`config.mk`:
```
export PLATFORM = sky130hd
export DESIGN_NAME = cmac_tx_sim_sink
export DESIGN_NICKNAME = d
export VERILOG_FILES = /design/src/rtl/cmac_tx_sim_sink.sv
export SDC_FILE = /design/constraint.sdc
export NUM_CORES = 1
export LEC_CHECK = 0
export CAP_MARGIN = 30
export CORE_AREA = 2 2 304 306
export DETAILED_ROUTE_END_ITERATION = 10
export DIE_AREA = 0 0 306 308
export PLACE_DENSITY_LB_ADDON = 0.12
export SKIP_CTS_REPAIR_TIMING = 1
export SLEW_MARGIN = 0
export SYNTH_ARGS = -nofsm -noshare
export SYNTH_HDL_FRONTEND = slang
export SYNTH_SLANG_ARGS = --single-unit
```
`constraint.sdc`:
```
create_clock -name cmac_clk -period 27.2 [get_ports cmac_clk]
set_input_delay 5.44 -clock cmac_clk [delete_from_list [all_inputs] [get_ports cmac_clk]]
set_output_delay 5.44 -clock cmac_clk [all_outputs]
set_load 0.05 [all_outputs]
```
`src/rtl/cmac_tx_sim_sink.sv`:
```
// Consumer for the simulated CMAC TX stream: LFSR back-pressure, per-packet framing checks and statistics.
// Optional packet signature is built only when CMAC_SIM_SINK_SIG_EN is defined.
module cmac_tx_sim_sink #(
  parameter int          DATA_W      = 512,
  parameter int          MIN_PKT_LEN = 64,
  parameter int          MAX_PKT_LEN = 1518,
  parameter logic [15:0] LFSR_SEED   = 16'hACE1
) (
  input  logic                cmac_clk,
  input  logic                cmac_rst,
  input  logic                s_axis_tvalid,
  input  logic [DATA_W-1:0]   s_axis_tdata,
  input  logic [DATA_W/8-1:0] s_axis_tkeep,
  input  logic                s_axis_tlast,
  input  logic                s_axis_tuser_err,
  output logic                s_axis_tready,
  input  logic [3:0]          throttle_lvl,
  input  logic                stats_clr,
  output logic                pkt_done,
  output logic [15:0]         last_pkt_len,
  output logic [31:0]         last_pkt_sig,
  output logic [31:0]         pkt_cnt,
  output logic [47:0]         byte_cnt,
  output logic [15:0]         runt_cnt,
  output logic [15:0]         giant_cnt,
  output logic [15:0]         keep_err_cnt,
  output logic [15:0]         usr_err_cnt
);
  localparam int          KEEP_W = DATA_W / 8;
  localparam int          CNT_W  = $clog2(KEEP_W + 1);
  localparam logic [15:0] MIN_L  = 16'(MIN_PKT_LEN);
  localparam logic [15:0] MAX_L  = 16'(MAX_PKT_LEN);

  typedef enum logic {IDLE, ACTIVE} state_t;
  state_t state, state_nxt;

  logic [15:0]       lfsr;
  logic [15:0]       len_acc, len_new;
  logic [16:0]       len_sum;
  logic [CNT_W-1:0]  beat_bytes;
  logic [KEEP_W-1:0] keep_inc;
  logic              keep_bad, keep_viol, accept, done;

  assign accept   = s_axis_tvalid && s_axis_tready;
  assign done     = accept && s_axis_tlast;
  assign keep_inc = s_axis_tkeep + KEEP_W'(1);

  always_comb begin
    beat_bytes = '0;
    for (int i = 0; i < KEEP_W; i++) beat_bytes = beat_bytes + CNT_W'(s_axis_tkeep[i]);
  end

  // Length saturates rather than wrapping so absurd packets still read as giant.
  assign len_sum = {1'b0, len_acc} + 17'(beat_bytes);
  assign len_new = len_sum[16] ? 16'hFFFF : len_sum[15:0];

  // Last beat: non-zero and LSB-contiguous; other beats: all bytes enabled.
  assign keep_viol = s_axis_tlast ? ((s_axis_tkeep == '0) || ((s_axis_tkeep & keep_inc) != '0))
                                  : (s_axis_tkeep != '1);

  always_comb begin
    state_nxt = state;
    if (accept) state_nxt = s_axis_tlast ? IDLE : ACTIVE;
  end

  function automatic logic [15:0] sat_inc(input logic [15:0] c, input logic en);
    return (en && c != 16'hFFFF) ? c + 16'd1 : c;
  endfunction

  always_ff @(posedge cmac_clk) begin
    if (cmac_rst) begin
      lfsr          <= LFSR_SEED;
      s_axis_tready <= 1'b0;
      state         <= IDLE;
      len_acc       <= '0;
      keep_bad      <= 1'b0;
      pkt_done      <= 1'b0;
      last_pkt_len  <= '0;
      pkt_cnt       <= '0;
      byte_cnt      <= '0;
      runt_cnt      <= '0;
      giant_cnt     <= '0;
      keep_err_cnt  <= '0;
      usr_err_cnt   <= '0;
    end else begin
      lfsr          <= {lfsr[14:0], lfsr[15] ^ lfsr[13] ^ lfsr[12] ^ lfsr[10]};
      s_axis_tready <= !(lfsr[3:0] < throttle_lvl);
      state         <= state_nxt;
      pkt_done      <= done;
      if (accept) begin
        len_acc  <= s_axis_tlast ? 16'd0 : len_new;
        keep_bad <= s_axis_tlast ? 1'b0 : (keep_bad | keep_viol);
      end
      if (stats_clr) begin
        last_pkt_len <= '0;
        pkt_cnt      <= '0;
        byte_cnt     <= '0;
        runt_cnt     <= '0;
        giant_cnt    <= '0;
        keep_err_cnt <= '0;
        usr_err_cnt  <= '0;
      end else if (done) begin
        last_pkt_len <= len_new;
        pkt_cnt      <= pkt_cnt + 32'd1;
        byte_cnt     <= byte_cnt + 48'(len_new);
        runt_cnt     <= sat_inc(runt_cnt, len_new < MIN_L);
        giant_cnt    <= sat_inc(giant_cnt, len_new > MAX_L);
        keep_err_cnt <= sat_inc(keep_err_cnt, keep_bad | keep_viol);
        usr_err_cnt  <= sat_inc(usr_err_cnt, s_axis_tuser_err);
      end
    end
  end

`ifdef CMAC_SIM_SINK_SIG_EN
  logic [31:0] sig_acc, fold, sig_new;

  // Disabled bytes contribute zero; byte i lands in lane i%4 of the folded word.
  always_comb begin
    fold = '0;
    for (int i = 0; i < KEEP_W; i++)
      if (s_axis_tkeep[i]) fold[(i % 4) * 8 +: 8] = fold[(i % 4) * 8 +: 8] ^ s_axis_tdata[i * 8 +: 8];
  end

  assign sig_new = {sig_acc[30:0], sig_acc[31]} ^ fold;

  always_ff @(posedge cmac_clk) begin
    if (cmac_rst) begin
      sig_acc      <= '0;
      last_pkt_sig <= '0;
    end else begin
      if (accept) sig_acc <= s_axis_tlast ? 32'd0 : sig_new;
      if (stats_clr) last_pkt_sig <= '0;
      else if (done) last_pkt_sig <= sig_new;
    end
  end
`else
  logic unused_data;
  assign unused_data  = ^s_axis_tdata;
  assign last_pkt_sig = 32'h0;
`endif

endmodule

```
== Word level (Yosys, flattened, before mapping) ==
Cells that the tools add are included.

* Logic and storage cells: 115
* Flip-flop bits (word level): 195
* Output and inout port bits: 194
* Input bits: 586

* Bitwise gates (word level): 5
* Muxes and demuxes: 4
* Magnitude comparators: 3
* Add/sub/neg operators: 71
* Reduce and logical (&&, ||, !) cells: 15
* Equal/unequal tests: 5

{| class="wikitable"
|+ Operators by type and width
! operator !! count
|-
| adder 7 x 1 -> 7 bit || 57
|-
| adder 16 x 1 -> 16 bit (second input constant) || 4
|-
| adder 64 x 1 -> 64 bit (second input constant) || 1
|-
| bitwise AND 64 bit || 1
|-
| logical NOT 64 bit || 1
|-
| != test 16 bit (second input constant) || 4
|-
| != test 64 bit (second input constant) || 1
|-
| nonzero test 64 bit || 1
|-
| adder 48 x 16 -> 48 bit || 1
|-
| adder 32 x 1 -> 32 bit (second input constant) || 1
|-
| 2-to-1 mux 16 bit || 2
|-
| adder 16 x 7 -> 17 bit || 1
|-
| > comparator 16 x 11 -> 1 bit (second input constant) || 1
|-
| < comparator 16 x 7 -> 1 bit (second input constant) || 1
|-
| AND reduction 2 bit || 4
|-
| adder 6 x 1 -> 7 bit || 1
|-
| adder 5 x 1 -> 6 bit || 1
|-
| logical AND 1 bit || 6
|-
| adder 4 x 1 -> 5 bit || 1
|-
| adder 3 x 1 -> 4 bit || 1
|-
| < comparator 4 bit || 1
|-
| adder 2 x 1 -> 3 bit || 1
|-
| XOR 1 bit || 3
|-
| adder 1 x 1 -> 2 bit || 1
|-
| 5 further kinds || 6
|}

== Longest topological paths before layout ==
* Depth in word-level cells: 68
* Gate-level depth with buffers: 33
* Mapped depth without buffers: 31

== Least setup slack after synthesis ==
OpenSTA, ideal clock, no wires.

* Kind: input port to flip-flop
* Start point: in s_axis_tkeep[35]
* End point: reg byte_cnt[42]
* Slack: 12.924 ns
* Arrival: 14.204 ns
* Cell stages on the path: 33
* Required time: 27.128 ns
* Setup time: 0.072 ns
* Path through: inv_1 fa_1 inv_1 fa_1 fa_1 inv_1 fa_1 inv_1 fa_1 fa_1 fa_1 inv_1 fa_1 inv_1 fa_1 a211oi_1 o41a_1 a21boi_0 or3_1 clkbuf_1 nand2_1 ha_1 fa_1 a211oi_1 nor2_1 or4_1 a41o_1 a31oi_1 o311ai_1 clkbuf_1 and3_1 nand3_1 mux2i_1

* Cells in the longest elaborated chain, start to end: 32

{| class="wikitable"
|+ Ends and longest elaborated chain
! what !! RTL line !! source
|-
| start, declared || 13 || <nowiki>input logic [DATA_W/8-1:0] s_axis_tkeep,</nowiki>
|-
| adder 7 x 1 -> 7 bit (29 in series) || 50 || <nowiki>for (int i = 0; i < KEEP_W; i++) beat_bytes = beat_bytes + CNT_W'(s_axis_tkeep[i]);</nowiki>
|-
| adder 16 x 7 -> 17 bit || 54 || <nowiki>assign len_sum = {1'b0, len_acc} + 17'(beat_bytes);</nowiki>
|-
| 2-to-1 mux 16 bit || 55 || <nowiki>assign len_new = len_sum[16] ? 16'hFFFF : len_sum[15:0];</nowiki>
|-
| named net len_new[0] || 38 || <nowiki>logic [15:0] len_acc, len_new;</nowiki>
|-
| adder 48 x 16 -> 48 bit || 105 || <nowiki>byte_cnt <= byte_cnt + 48'(len_new);</nowiki>
|-
| end signal, assigned || 105 ||
|-
| end, declared || 23 || <nowiki>output logic [47:0] byte_cnt,</nowiki>
|}

The timed path passes the listed nets, and every way through them passes these cells.
A chain may end at the register's enable or synchronous reset.

== Final worst setup path ==
* Start point: in s_axis_tkeep[35]
* End point: reg byte_cnt[37]

Same word-level chain as after synthesis.

==> key figures <==
Clocking
  – CTS Root Cell: clkbuf_16
  – Skew-Pair Late Insertion Delay: 470 ps
  – Clock tree from TritonCTS: built
  – Worst-path clk slew: 80 ps
  – Number of H-tree branching levels: 4
  – Clock net sink count: 195
  – Maximum count of clock buffers along a single path: 2
  – Total clock buffers created by CTS: 17

Critical path
  – Arrival time worst endpoint: 16140 ps
  – Worst setup path class: input pin to register
  – Reg-to-reg slack, setup: 17320 ps
  – Worst R2R End: byte_cnt[37]$_SDFFE_PP0P_
  – Startpoint of the most critical register-to-register path: len_acc[0]$_SDFFE_PP0P_
  – Cell with the most instances on the worst path: fa_1
  – Largest stage delay on the critical path: 690 ps
  – Worst setup EP type: register
  – Worst path required time: 27530 ps
  – Worst r2r path cells: 26
  – Largest driver fanout on the critical path: 9
  – Startpoint Class: input pin
  – CP max-delay cell: o211ai_1

Placement
  – Weighted congestion at the end of routability-driven global placement: 0.809
  – Port Buffers: 235
  – Detail Placement HPWL: 39700 um
  – Setup WS pre-CTS: 10840 ps

Flow run
  – MaxCap Viol Count: 0

Floorplanning
  – Placement row count: 111
  – Placeable core region: 91000 um2
  – Floorplan die width: 306 um
  – IO Pins: 780
  – Effective utilization at floorplan: 14.0%
  – Overall die area: 94200 um2
  – Die Y-Extent: 308 um

Route
  – # DRC: 0
  – Avg WL per Cell: 17.1 um
  – DR iter-0 viols: 607
  – Antenna-violating nets left: 0
  – Vias per cell: 4.03
  – Number of detailed-routing iterations run before antenna repair: 5
  – Detailed-route wire length: 51000 um
  – Vias post-DR: 12000

Global route
  – Via count of the first global-routing pass: 12100
  – Maximum number of pins on one net before global-route repair: 68
  – Antenna violations before repair: 2
  – All-layer global routing usage: 10.7%
  – Wire length of the first global-routing pass: 77500 um
  – Residual overflow from global routing: 0

Layout
  – Filler cell count: 10100
  – Growth of design area from synthesis to finish: 32.9%
  – Number of antenna diodes: 0
  – Most frequent standard cell in the layout excluding fill and tap cells: clkdlybuf4s50_1
  – End-of-flow core utilization: 18.6%
  – Number of nets in the layout: 2473
  – Layout cell share with drive strength beyond 1: 4.41%
  – Leading cell types in the layout, fill and taps excluded: 234 x clkdlybuf4s50_1, 195 x dfxtp_1, 159 x nor2_1, 145 x nand2_1, 121 x inv_1

Power and ir drop
  – Reported leakage power: 6.10 nW
  – Worst IR drop on VDD: 0.233 mV
  – Power per unit of standard cell area: 143 nW/um2

STA
  – Final critical delay including setup and external delays: 15810 ps
  – Peak clock frequency supported by timing: 63.2 MHz
  – TNS Setup: 0 ps
  – Final period utilization: 58.1%
  – Hold Vio Cnt, Final: 0
  – Transition time of the tightest slew-check pin: 970 ps
  – Worst-case clock skew: 15.3 ps
  – Hold Worst Slack: 406 ps
  – RSZ-0062 raised after global routing: false
  – Final Slew Violations: 0
  – Final Worst Setup Slack: 11390 ps
  – Total setup violations reported at the end of the flow: 0
  – Relative slew margins: 35.0%

Logic synthesis
  – Synthesized netlist cell count: 1574
  – Flop and latch count out of synthesis: 195
  – Synthesized area per cell: 8.10 um2
  – Post-synth design cell area: 12700 um2
  – Post-synth top area cell: dfxtp_1
  – Number of synthesis warnings: 0
  – Area contributors post-synth: dfxtp_1 31%, fa_1 9.0%, ha_1 5.2%, nor2_1 4.7%, nand2_1 4.3%
  – Number of enable flip-flop cells after synthesis: 0
  – Sequential area share after synthesis: 30.6%
  – Number of unique standard cell types used by synthesis: 75
  – Area fraction of the dominant cell type after synthesis: 30.6%
  – Primary FF master, synth: dfxtp_1
  – FFs w/ async S/R, synth: 0%

Min path
  – WHS Path Cells: 1
  – Min-delay src: lfsr[14]$_SDFF_PP0_
  – Path class of the lowest-slack min-delay path: register to register
  – Destination of the worst hold path: lfsr[15]$_SDFF_PP1_

Run status
  – Result of the run: finished, final reports clean
[metal layers]
metal	global-route usage (%)	vias to the layer above	wire, um
li1	-	5907	-
met1	13.5	5816	22700
met2	18.2	233	24800
met3	2.73	44	2650
met4	2.83	2	803
met5	0	-	11
[state kept, by name, summed over array words and instances, names as in the netlist]
register,flops
last_pkt_len,16
keep_err_cnt,16
byte_cnt,48
giant_cnt,16
s_axis_tready,1
pkt_done,1
usr_err_cnt,16
pkt_cnt,32
lfsr,16
keep_bad,1
runt_cnt,16
len_acc,16
[logic make-up (layout without fill, tap and decap cells)]
logic type               Yosys count  after routing  share of synthesized area, %
buffers and inverters            219            404                          7.45
adder cells (fa/ha/maj)          111            111                          14.2
flip-flops                       195            195                          30.6
AND/OR/NAND/NOR                  651            651                          25.6
AO/OA/AOI/OAI                    307            307                          15.7
XOR/XNOR                          73             73                          5.02
other                              1             32                        0.0294
multiplexers                      17             17                          1.34
[Yosys cell counts, drive strengths merged, types with 4 or more instances]
| library cell | n |
|---|---|
| dfxtp | 195 |
| nor2 | 160 |
| nand2 | 145 |
| inv | 121 |
| a21oi | 95 |
| nand3 | 72 |
| o21ai | 69 |
| fa | 57 |
| ha | 53 |
| clkbuf | 50 |
| nand4 | 50 |
| buf | 48 |
| or3 | 47 |
| xor2 | 45 |
| nor3 | 36 |
| and3 | 33 |
| nor4 | 28 |
| xnor2 | 28 |
| a21o | 18 |
| or4 | 18 |
| a22oi | 17 |
| mux2i | 16 |
| or2 | 16 |
| a31o | 14 |
| o31ai | 14 |
| a31oi | 11 |
| nor2b | 11 |
| and2 | 8 |
| o2111ai | 8 |
| o41ai | 8 |
| a211oi | 7 |
| a41o | 7 |
| o211ai | 6 |
| a21boi | 5 |
| and4 | 5 |
| nand2b | 5 |
| nor3b | 5 |
| o31a | 4 |
[area by class of cell]
| cell class | instances | area (um2) | area share [%] |
|---|---|---|---|
| clock buffer | 17 | 425 | 2.51 |
| clock inverter | 15 | 145 | 0.857 |
| timing repair buffer | 251 | 2500 | 14.7 |
| multi-input combinational | 1191 | 8030 | 47.4 |
| tap | 1186 | 1480 | 8.76 |
| inverter | 121 | 454 | 2.68 |
| sequential | 195 | 3900 | 23.0 |
[worst max path at each step]
stage	from	endpoint	slack, ps	cells past startpoint
2_1_floorplan	s_axis_tkeep[35]	byte_cnt[42]$_SDFFE_PP0P_	12920	33
3_3_place_gp	s_axis_tkeep[35]	byte_cnt[41]$_SDFFE_PP0P_	10840	31
3_5_place_dp	s_axis_tkeep[35]	byte_cnt[37]$_SDFFE_PP0P_	10840	31
4_1_cts	s_axis_tkeep[35]	byte_cnt[37]$_SDFFE_PP0P_	11290	31
5_1_grt	s_axis_tkeep[35]	byte_cnt[33]$_SDFFE_PP0P_	10730	31
6_report	s_axis_tkeep[35]	byte_cnt[37]$_SDFFE_PP0P_	11390	31
[worst max-delay path, delay by kind of cell]
kind	cells	cell delay, ps
buffers and inverters	7	1030
adders and majority gates	10	5020
AOI/OAI and AO/OA	10	3540
and+or+nand+nor	4	1100
[metrics by stage]
stage | total power, W | std cells | instance area [um2]
2_1_floorplan | 0.00159 | 1605 | 12900
3_3_place_gp | 0.00218 | 2941 | 16300
3_5_place_dp | 0.00217 | 2943 | 16400
4_1_cts | 0.00246 | 2975 | 16900
5_1_grt | 0.00269 | 2976 | 16900
6_report | 0.00243 | 2976 | 16900
[power breakdown]
| part | internal [W] | switching, W | total (W) |
|---|---|---|---|
| Combinational | 0.000714 | 0.00115 | 0.00187 |
| Clock | 0.000129 | 0.000136 | 0.000265 |
| Sequential | 0.000292 | 0.00000516 | 0.000297 |
| Total | 0.00114 | 0.00129 | 0.00243 |
Note: power is estimated with default switching activity, not from simulation.
